`src/rtl/sat_counter.sv`:
```
// Saturating up-counter: increments on inc, holds at all-ones.
// Ports: clk, rst_n (async active-low), inc (increment enable),
//        count (current value).
module sat_counter #(
  parameter int unsigned WIDTH = 16
) (
  input  logic             clk,
  input  logic             rst_n,
  input  logic             inc,
  output logic [WIDTH-1:0] count
);

  always_ff @(posedge clk or negedge rst_n) begin
    if (!rst_n) begin
      count <= '0;
    end else if (inc && (count != {WIDTH{1'b1}})) begin
      count <= count + WIDTH'(1);
    end
  end

endmodule

```
`config.mk`:
```
export PLATFORM = sky130hd
export DESIGN_NAME = sat_counter
export DESIGN_NICKNAME = d
export VERILOG_FILES = /design/src/rtl/sat_counter.sv
export SDC_FILE = /design/constraint.sdc
export NUM_CORES = 1
export LEC_CHECK = 0
export ABC_CLOCK_PERIOD_IN_PS = 3760
export BUFFER_PORTS_ARGS = -buffer_cell sky130_fd_sc_hd__buf_4
export CAP_MARGIN = 20
export CORE_MARGIN = 1
export CORE_UTILIZATION = 36
export CTS_CLUSTER_SIZE = 28
export DETAILED_ROUTE_END_ITERATION = 6
export HOLD_SLACK_MARGIN = 0.06
export PLACE_DENSITY = 0.63
export SLEW_MARGIN = 10
export SYNTH_ARGS = -nofsm -noshare
export SYNTH_HDL_FRONTEND = slang
export SYNTH_SLANG_ARGS = --single-unit
```
`constraint.sdc`:
```
create_clock -name clk -period 3.76 [get_ports clk]
set_input_delay 0.564 -clock clk [delete_from_list [all_inputs] [get_ports clk]]
set_output_delay 0.564 -clock clk [all_outputs]
set_load 0.02 [all_outputs]
```
== Word level (Yosys, flattened, before mapping) ==
Index checks and enable logic that the tools add are counted.

* Bits in registers: 16
* Bits in latches: 0
* Memory bits (writable): 0
* Memory bits (read-only): 0
* Input port bits: 3
* Output and inout bits: 16
* Word-level logic and storage cells: 4
* Memories kept: 0

* $add $sub $neg: 1
* $mul: 0
* Div/mod/pow operators: 0
* Magnitude comparators: 0
* Eq/ne operators: 1
* Shift operators: 0
* Muxes and demuxes: 0
* Bitwise logic cells: 0
* Reduce and logical (&&, ||, !) cells: 1

{| class="wikitable"
|+ Operators with widths
! cell !! number
|-
| adder 16 x 1 -> 16 bit, second input constant || 1
|-
| != test 16 bit, second input constant || 1
|-
| logical AND 1 bit || 1
|}

== Depth between registers and ports, before layout ==
Gate-level depths: netlist (run 1).

* Depth after elaboration: 2
* Depth in mapped cells: 5
* Depth with buffers taken out: 5

== Worst setup path before layout (run 1) ==
Ideal clock, no wire load.

* Path kind: reg2reg
* Start point: register count[13]
* End point: register count[1]
* Setup time: 128 ps
* Arrival: 1471 ps
* Data required time: 3632 ps
* Setup slack: 2161 ps
* Stages on the path, launching flop included: 5
* Buffers on the path: 0
* Period minus slack after synthesis: 1599 ps
* Cells stage by stage: dfrtp_1 and4_1 nand3_4 o31ai_4 mux2_1

* Longest elaborated chain between the ends: 2

{| class="wikitable"
|+ RTL lines
! what !! line !! RTL
|-
| start: declaration || 10 || <nowiki>output logic [WIDTH-1:0] count</nowiki>
|-
| start signal: assignment || 17 || <nowiki>count <= count + WIDTH'(1);</nowiki>
|-
| != test 16 bit || 16 || <nowiki>end else if (inc && (count != {WIDTH{1'b1}})) begin</nowiki>
|-
| logical AND 1 bit || 16 ||
|}

Every way passes these cells.
A chain may end at the register's enable or synchronous reset.

== Worst setup path after layout (run 1) ==
Ends and elaborated chain as after synthesis.

==> metrics.md, run 1 <==
| Metric | Value |
|---|---|
| Status | `finished clean` |
| Initial antenna violation count | `0` |
| Core box area | `0.00223 mm²` |
| Max reg flops | `16` |
| Filler instances | `218` |
| Detailed-route wire length | `between 1.5 and 2 mm` |
| Initial DRT Pass Iterations | `4` |
| Minimum clock period after layout | `between 1.5 and 2 ns` |
| Detail Route Antenna Nets | `0` |
| Starting Density | `0.385` |
| First-iteration detailed-routing DRC count | `5` |
| Maxcap violations | `0` |
| Post-Synthesis Net Count | `76` |
| Clock skew | `0.000649 ns` |
| Sink Count | `16` |
| GP Congestion | `0.754` |
| Post-synth ARST share | `1.00` |
| Ant. Diodes | `0` |
| Pin count of the biggest net entering global routing | `17` |
| Tot Pwr | `0.551 mW` |
| Die W | `50.9 µm` |
| Metal3 WL | `~54 µm` |
| Grt ovf | `0` |
| H-tree lvl count | `1` |
| DP Worst Slack | `~2.2 ns` |
| Setup TNS | `0 ns` |
| Die area | `0.00259 mm²` |
| Total track usage | `0.163` |
| Vias post-DR | `about 700` |
| Clk_lat worst skew | `about 0.29 ns` |
| Hold violation total from the final report | `0` |
| Cells after Synth | `72` |
| Footprint of the multi-input gates | `roughly 460 µm²` |
| Highest routed layer | `met4` |
| Layout net count | `slightly below 100` |
| Worst Tran Pin Value | `about 0.38 ns` |
| Yosys reg bits | `16` |
| PwrDens | `between 500 and 600 mW/mm²` |
| Clock group share of total power | `0.209` |
| Die Span Y | `50.9 µm` |
| Top Registers | `count (16)` |
| Post-cts resize count | `0` |
| Share of layout cells above drive strength 1 | `0.340` |
| Crit path required time | `roughly 3.9 ns` |
| Root Buffer | `clkbuf_4` |
| Syn_area_per_cell | `11.9 µm²` |
| DRC | `0` |
| Seq/Total Area, Yosys | `0.466` |
| Final Cycle Share | `0.437` |
| Drt wl/cell | `about 14 µm` |
| CTS tree | `yes` |
| Final setup viols | `0` |
| Setup crit end kind | `flop` |
| Vias in the first global route | `between 600 and 700` |
| Hold WS | `about 0.11 ns` |
| Clock tree buffer depth | `2` |
| Via density | `approximately 5.8` |
| Setup Crit Path Kind | `flop to flop` |
| Combinational Power Share | `0.319` |
| Port bufs | `18` |
| Sw Share | `0.380` |
| Relative slew slack | `0.748` |
| P_int | `between 0.3 and 0.4 mW` |
| Register with the most flip-flops | `count` |
| Netlist cell types | `27` |
| Yosys warning count | `0` |
| Post-synthesis cell area | `roughly 860 µm²` |
| Cts hold-fix bufs | `0` |
| Row count | `17` |
| Met2 WL | `roughly 810 µm` |
| Wire length on met1 | `~860 µm` |
| Slew Limit Fails | `0` |
| Final Cell Area | `approximately 0.0011 mm²` |
| Unrepaired setup endpoints after global routing | `false` |
| Setup ws final | `~2.1 ns` |
| Area Growth Syn to Fin | `24.0%` |
| Switch Pwr | `0.209 mW` |
| CP arrival | `about 1.8 ns` |
| CTS buffer count | `3` |
| Pleak | `about 0.47 nW` |
| Register area | `400 µm²` |
| Worst-path clk slew | `around 0.090 ns` |
| EDFF count, synth | `0` |
| Placed Area | `0.00103 mm²` |
| First-pass GRT wire length | `approximately 3.0 mm` |
| Tightest Hold Check Type | `primary input to async pin` |
| Ys flop type | `dfrtp_1` |
| Startpoint Class | `flop` |
| Seq pwr share | `0.472` |
| VDD IR max | `between 0.2 and 0.25 mV` |
| DP Wirelength | `1.29 mm` |
| I/O pins | `19` |
| CP max FO | `8` |
| Fmax achieved | `between 600 and 700 MHz` |
| Postcts setup bufs | `0` |
## metal layers
metal | global-route usage | vias up
met5 | 0 | -
met4 | 0.0972 | 0
met3 | 0.0357 | 4
met2 | 0.224 | 14
met1 | 0.232 | 351
li1 | - | 333
## final timing paths
path	from	end	depth (start not counted)	slack, ns
worst max register to register	count[13]	count[1]	4	2.12
min in group clk	count[15]	count[15]	1	0.53
max in group asynchronous	rst_n	count[9]	1	3.47
worst min register to register	count[15]	count[15]	1	0.53
worst max-delay path	count[13]	count[1]	4	2.12
worst min-delay path	rst_n	count[4]	1	0.11
## worst max-delay path: stages, from the launching register on
cell,delay (ns)
dfrtp_1,0.47
and4_1,0.33
nand3_4,0.14
o31ai_4,0.23
mux2_1,0.35
## synthesized netlist by cell type, drive strengths merged (3+ instances only)
cell type   n  share of area
dfrtp      16           0.47
nand4      10          0.098
nand3       6          0.049
o21a        5          0.044
xnor2       5          0.051
nand2       4          0.017
a21oi       3          0.017
a31oi       3          0.022
and4        3          0.035
nor2        3          0.016
## final cells by class
cell class	count	area share
Timing Repair Buffer	18	0.127
Tap cell	28	0.0329
Multi-Input combinational cell	56	0.431
Sequential cell	16	0.376
Clock buffer	4	0.0340
## metrics by stage
stage | util | instances
2_1_floorplan | - | 72
3_3_place_gp | 0.461 | 118
3_5_place_dp | 0.461 | 118
4_1_cts | 0.477 | 122
5_1_grt | 0.477 | 122
6_report | 0.477 | 122
## power by group through the flow
| stage | combinational (mW) | sequential (mW) | clock [mW] |
|---|---|---|---|
| after global routing | 0.190 | 0.267 | 0.129 |
| after CTS | 0.177 | 0.261 | 0.121 |
| final | 0.176 | 0.260 | 0.115 |
| after global placement | 0.177 | 0.262 | 0 |
| after detailed placement | 0.177 | 0.264 | 0 |
| after floorplan | 0.0648 | 0.296 | 0 |
## cell families after synthesis
logic type      Yosys count  synth area share
simple gates             32             0.303
flops                    16             0.466
compound gates           15             0.132
xor+xnor                  7            0.0713
mux                       1            0.0131
fa+ha+maj                 1            0.0146
## cell usage in the layout (no fill, tap or decap), types with 2 or more instances in the layout
master | synthesis | layout
a21oi_1 | 3 | 3
nand4_1 | 8 | 8
nand3_1 | 5 | 5
clkbuf_4 | 0 | 3
xor2_1 | 2 | 2
o21a_1 | 5 | 5
nor2_1 | 2 | 2
xnor2_1 | 5 | 5
dfrtp_1 | 16 | 16
and3_1 | 2 | 2
buf_4 | 0 | 18
a31oi_1 | 3 | 3
nor4_4 | 2 | 2
nand2_1 | 4 | 4
No activity file was read; power rests on OpenSTA's default activity.
==> run 2, diff against run 1 <==
Settings changed: ABC_CLOCK_PERIOD_IN_PS 3760 to 1300, PLACE_DENSITY 0.63 to 0.65.
Clock period 3.76 ns to 1.3 ns, I/O delays scaled along.
==> run 2 against run 1 <==
Total power rose to 3.5 times the previous value. Worst setup slack worse by 2.2 ns. Clock-buffer cell count is the same. Non-clock buffer count is 32 higher. Combinational power grew to 4.9 times the previous value. Utilization is 15 points higher. Global-route usage is 3.0 points higher. Largest cell class unchanged. Register-to-register slack got worse by 2.2 ns. Largest power group is now combinational cells. Highest routed layer unchanged. The flow now finishes with violations (negative setup slack).
==> metrics.md, run 2 (synthesis results as in run 1) <==
| Metric | Value |
|---|---|
| Status | `finished, violations left` |
| Failing checks | `negative setup slack` |
| Via density | `5.57 (-3.2%)` |
| Vias in the first global route | `788 (+26%)` |
| Port bufs | `18 (unchanged)` |
| Startpoint Class | `flop` |
| Min-Delay Endpoint | `count[0]` |
| Minimum clock period after layout | `1.43 ns (-0.215 ns)` |
| Wire length on met1 | `1.01 mm (+18%)` |
| Combinational Power Share | `0.447 (+0.128)` |
| Detailed-route wire length | `2.23 mm (+27%)` |
| Clock skew | `0.00309 ns (+0.00244 ns)` |
| DP Wirelength | `1.63 mm (+27%)` |
| Crit-path slowest cell | `dfrtp_2` |
| Worst R2R Path Depth | `3 (-1)` |
| Unrepaired setup endpoints after global routing | `true` |
| R2R setup slack | `-0.13 ns (-2.25 ns)` |
| P_int | `1.22 mW (+260%)` |
| Reg-to-reg critical path startpoint | `count[3]` |
| Detail Route Antenna Nets | `0 (unchanged)` |
| CP max stage delay | `0.41 ns (-0.06 ns)` |
| Share of layout cells above drive strength 1 | `0.659 (+0.318)` |
| CP arrival | `1.62 ns (-0.20 ns)` |
| Crit path required time | `1.49 ns (-2.45 ns)` |
| Max reg flops | `16 (unchanged)` |
| CP max FO | `6 (-2)` |
| Met2 WL | `1.07 mm (+31%)` |
| H-tree lvl count | `1 (unchanged)` |
| Relative slew slack | `0.806 (+0.0581)` |
| Sw Share | `0.367 (-0.0133)` |
| Placed Area | `0.00126 mm² (+22%)` |
| Setup Crit Path Kind | `flop to flop` |
| Hold Crit Depth | `3` |
| Hold violation total from the final report | `0 (unchanged)` |
| Maxcap violations | `0 (unchanged)` |
| First-pass GRT wire length | `3.53 mm (+17%)` |
| PwrDens | `1390 mW/mm² (+170%)` |
| Worst Tran Pin Value | `0.288 ns (-0.0883 ns)` |
| Ant. Diodes | `0 (unchanged)` |
| Register with the most flip-flops | `count` |
| Drt wl/cell | `14.5 µm (+0.86%)` |
| Clk_lat worst skew | `0.30 ns (about the same)` |
| Reg2reg end | `count[1]` |
| Tightest Hold Check Type | `primary input to flop` |
| Die Span Y | `50.9 µm (unchanged)` |
| Cell family with most CP delay | `flip-flops` |
| I/O pins | `19 (unchanged)` |
| Sink Count | `16 (unchanged)` |
| Switch Pwr | `0.706 mW (+240%)` |
| CTS buffer count | `3 (unchanged)` |
| Fmax achieved | `701 MHz (+15%)` |
| Most frequent cells in the layout | `47 x buf_4, 14 x dfrtp_2, 8 x nand4_1` |
| Most common cell after layout, fill and taps aside | `buf_4` |
| Starting Density | `0.385 (unchanged)` |
| VDD IR max | `1.25 mV (+410%)` |
| Layout net count | `131 (+32%)` |
| Pleak | `0.628 nW (+32%)` |
| Setup crit end kind | `flop` |
| Buffers & Inverters on Critical Path | `0 (unchanged)` |
| Cell Chain, Critical Path | `nand4_4 > o31ai_4 > mux2_4` |
| Final Cell Area | `0.00139 mm² (+30%)` |
| Die W | `50.9 µm (unchanged)` |
| Clock tree buffer depth | `2 (unchanged)` |
| Core box area | `0.00223 mm² (unchanged)` |
| DRC | `0 (unchanged)` |
| Initial antenna violation count | `0 (unchanged)` |
| Pin count of the biggest net entering global routing | `17 (unchanged)` |
| Worst-path clk slew | `0.10 ns (about the same)` |
| Setup ws final | `-0.127 ns (-2.25 ns)` |
| Row count | `17 (unchanged)` |
| Area Growth Syn to Fin | `61.7%` |
| Final setup viols | `10 (+10)` |
| Seq pwr share | `0.374 (-0.098)` |
| Final Cycle Share | `1.10 (+0.661)` |
| First-iteration detailed-routing DRC count | `20 (+15)` |
| Vias post-DR | `858 (+22%)` |
| GP Congestion | `0.805 (+6.8%)` |
| Filler instances | `191 (-12%)` |
| Clock group share of total power | `0.179 (-0.030)` |
| Grt ovf | `0 (unchanged)` |
| Root Buffer | `clkbuf_4` |
| Total track usage | `0.193 (+0.0296)` |
| Min-delay src | `inc` |
| Initial DRT Pass Iterations | `4 (unchanged)` |
| Tot Pwr | `1.93 mW (+250%)` |
| Metal3 WL | `85 µm (+57%)` |
| Slew Limit Fails | `0 (unchanged)` |
| Top Registers | `count (16)` |
| Die area | `0.00259 mm² (unchanged)` |
| Highest routed layer | `met4` |
| CTS tree | `yes` |
| Hold WS | `0.208 ns (+0.0984 ns)` |
==> run 2: changes by cell type in the layout (fill, tap and decap cells not counted), moves of 2 or more <==
| cell | change |
|---|---|
| buf_6 | +2 |
| dfrtp_2 | +14 |
| a31oi_4 | +2 |
| dfrtp_1 | -14 |
| a31oi_1 | -2 |
| buf_4 | +29 |
==> run 2: layout make-up <==
type	instances	area [µm²]	area share
multi-input combinational	56	515	0.371
clock buffer	4	36.3	0.0261
tap	28	35.0	0.0252
sequential	16	418	0.301
timing repair buffer	50	385	0.277
==> run 2: worst register-to-register path, stage by stage, from the launching register on <==
cell and delay [ns]:
dfrtp_2 0.41, nand4_4 0.21, o31ai_4 0.37, mux2_4 0.33
==> run 2: per-layer routing <==
layer,GRT usage,up-vias
met5,0,-
li1,-,400
met3,0.0357,6
met2,0.291,24
met1,0.249,428
met4,0.134,0
==> run 2: power by group through the flow <==
stage,clock network [mW],registers [mW],logic [mW]
global placement,0,0.728,0.793
global route,0.365,0.732,0.910
CTS,0.348,0.722,0.837
detailed placement,0,0.732,0.805
finish,0.345,0.722,0.861
floorplan,0,0.892,0.209
==> run 2: through the flow <==
| step | utilization | worst slack, ns | cells | setup TNS (ns) |
|---|---|---|---|---|
| floorplan | - | -0.175 | 72 | -0.413 |
| global placement | 0.564 | -0.0938 | 144 | -0.237 |
| detailed placement | 0.564 | -0.127 | 144 | -0.353 |
| CTS | 0.598 | -0.131 | 152 | -0.466 |
| global route | 0.622 | -0.177 | 154 | -1.30 |
| finish | 0.622 | -0.127 | 154 | -0.531 |
==> run 2: worst max path at each step <==
stage | start | end | slack [ns] | cells after the start
2_1_floorplan | count[9] | count[1] | -0.17 | 4
3_3_place_gp | count[11] | count[1] | -0.09 | 4
3_5_place_dp | count[10] | count[1] | -0.13 | 4
4_1_cts | count[10] | count[1] | -0.13 | 4
5_1_grt | count[10] | count[1] | -0.18 | 4
6_report | count[3] | count[1] | -0.13 | 3
==> run 2: repair_timing <==
action,CTS,global route
pin swaps,0,6
endpoints found under the hold margin,16,0
setup endpoints to repair,9,16
buffers inserted,3,2
gates resized for setup,2,6
hold buffers,1,0
==> run 3, diff against run 2 <==
Settings changed: ABC_CLOCK_PERIOD_IN_PS 1300 to 1600, PLACE_DENSITY 0.65 to 0.63.
Clock period 1.3 ns to 1.6 ns, I/O delays scaled along.
==> run 3 against run 2 <==
The flow now finishes without violations. Final cell count is 12% lower. Critical path depth is 1 higher. Die area stayed put. Clock skew is 0.0047 ns higher. Sequential power is 23% lower. Largest cell class unchanged. Highest routed layer unchanged.
==> metrics.md, run 3 (synthesis results as in run 1) <==
| Metric | Value |
|---|---|
| Most frequent cells in the layout | `30 x buf_4, 14 x dfrtp_1, 8 x nand4_1` |
| CP arrival | `1.72 ns (+0.10 ns)` |
| Startpoint Class | `flop` |
| Starting Density | `0.385 (unchanged)` |
| Row count | `17 (unchanged)` |
| CTS tree | `yes` |
| Reg2reg end | `count[1]` |
| Final setup viols | `0 (-10)` |
| Share of layout cells above drive strength 1 | `0.449 (-0.210)` |
| DRC | `0 (unchanged)` |
| Root Buffer | `clkbuf_4` |
| First-iteration detailed-routing DRC count | `36 (+80%)` |
| Register with the most flip-flops | `count` |
| Slew Limit Fails | `0 (unchanged)` |
| Layout net count | `112 (-15%)` |
| Port bufs | `18 (unchanged)` |
| Vias in the first global route | `699 (-11%)` |
| PwrDens | `1190 mW/mm² (-14%)` |
| Footprint of the multi-input gates | `464 µm² (-10%)` |
| Postcts setup bufs | `0 (-3)` |
| Crit path required time | `1.79 ns (+0.30 ns)` |
| First-pass GRT wire length | `3.26 mm (-7.6%)` |
| Worst-path clk slew | `0.10 ns (about the same)` |
| Max reg flops | `16 (unchanged)` |
| Reg-to-reg critical path startpoint | `count[11]` |
| Core box area | `0.00223 mm² (unchanged)` |
| Detailed-route wire length | `1.99 mm (-11%)` |
| Min-Delay Endpoint | `count[0]` |
| Register area | `403 µm² (-3.6%)` |
| Tightest Hold Check Type | `primary input to flop` |
| Status | `finished clean` |
| Vias post-DR | `771 (-10%)` |
| I/O pins | `19 (unchanged)` |
| Placed Area | `0.00112 mm² (-11%)` |
| Drt wl/cell | `14.7 µm (+1.5%)` |
| Die Span Y | `50.9 µm (unchanged)` |
| CP max FO | `5 (-1)` |
| Setup TNS | `0 ns (+0.531 ns)` |
| Fmax achieved | `652 MHz (-6.9%)` |
| Maxcap violations | `0 (unchanged)` |
| Unrepaired setup endpoints after global routing | `false` |
| VDD IR max | `0.669 mV (-47%)` |
| Clock skew | `0.00780 ns (+0.00471 ns)` |
| CTS buffer count | `3 (unchanged)` |
| Final cell utilization of the core | `0.525 (-0.0969)` |
| Hold Crit Depth | `3 (unchanged)` |
| Clock tree buffer depth | `2 (unchanged)` |
| Setup crit end kind | `flop` |
| Top Registers | `count (16)` |
| Pin count of the biggest net entering global routing | `17 (unchanged)` |
| Worst R2R Path Depth | `4 (+1)` |
| R2R setup slack | `0.07 ns (+0.19 ns)` |
| Grt ovf | `0 (unchanged)` |
| Detail Route Antenna Nets | `0 (unchanged)` |
| H-tree lvl count | `1 (unchanged)` |
| Hold WS | `0.230 ns (+0.0218 ns)` |
| Clk_lat worst skew | `0.29 ns (about the same)` |
| Ant. Diodes | `0 (unchanged)` |
| Initial DRT Pass Iterations | `4 (unchanged)` |
| Die W | `50.9 µm (unchanged)` |
| GP Congestion | `0.766 (-4.9%)` |
| Die area | `0.00259 mm² (unchanged)` |
| DP Wirelength | `1.51 mm (-7.5%)` |
| Initial antenna violation count | `0 (unchanged)` |
| Relative slew slack | `0.744 (-0.0621)` |
| Final Cell Area | `0.00117 mm² (-16%)` |
| Pleak | `0.537 nW (-14%)` |
| Hold violation total from the final report | `0 (unchanged)` |
| Total track usage | `0.173 (-0.0197)` |
| Via density | `5.71 (+2.5%)` |
| Most common cell after layout, fill and taps aside | `buf_4` |
| Sink Count | `16 (unchanged)` |
| Final Cycle Share | `0.958 (-0.140)` |
| Worst Tran Pin Value | `0.383 ns (+0.0944 ns)` |
| Filler instances | `187 (-2.1%)` |
| Min-delay src | `inc` |
| Area Growth Syn to Fin | `36.5%` |
| Minimum clock period after layout | `1.53 ns (+0.106 ns)` |
| Setup Crit Path Kind | `flop to flop` |
run 3: changes by cell type in the layout (fill, tap and decap cells not counted), sizes merged:
cell  change
buf      -19
run 3: area by class of cell:
cell class | instances | share of cell area
well taps | 28 | 0.0299
flip-flops and latches | 16 | 0.343
clock buffers | 4 | 0.0309
multi-input cells | 56 | 0.396
repair buffers | 31 | 0.200
run 3: critical path, cell delays in order, from the launching register on:
cell	delay (ns)
dfrtp_1	0.46
and4_4	0.28
nand3_4	0.12
o31ai_4	0.23
mux2_1	0.34
run 3: per-stage QoR:
| step | setup slack [ns] | power, mW | instances |
|---|---|---|---|
| after global routing | 0.00831 | 1.49 | 135 |
| after global placement | 0.0434 | 1.12 | 130 |
| after CTS | 0.0174 | 1.40 | 135 |
| final | 0.0673 | 1.40 | 135 |
| after floorplan | 0.00139 | 0.848 | 72 |
| after detailed placement | 0.0337 | 1.13 | 130 |
run 3: worst max-delay path by stage:
stage,from,to,depth (start not counted)
after floorplan,count[13],count[1],4
after global placement,count[15],count[1],4
after detailed placement,count[15],count[1],4
after CTS,count[15],count[1],4
after global routing,count[4],count[15],4
final,count[11],count[1],4
run 3: what timing repair did:
action	CTS	global route
resized for setup	0	5
setup endpoints to repair	0	3
hold buffers	1	0
endpoints found under the hold margin	16	0
run 3: where the power goes:
group          switching [mW]  leakage (nW)  internal (mW)
registers              0.0737         0.209          0.483
clock network           0.134        0.0210          0.139
logic                   0.306         0.307          0.266
total                   0.513         0.537          0.887
run 3: routing by layer:
| metal | share of wire | wire [µm] | up-vias | global-route usage |
|---|---|---|---|---|
| li1 | - | - | 360 | - |
| met4 | 0.022 | 43 | 0 | 0.0833 |
| met5 | 0 | 0 | - | 0 |
| met2 | 0.50 | 999 | 31 | 0.273 |
| met1 | 0.42 | 830 | 375 | 0.231 |
| met3 | 0.057 | 113 | 5 | 0.0268 |
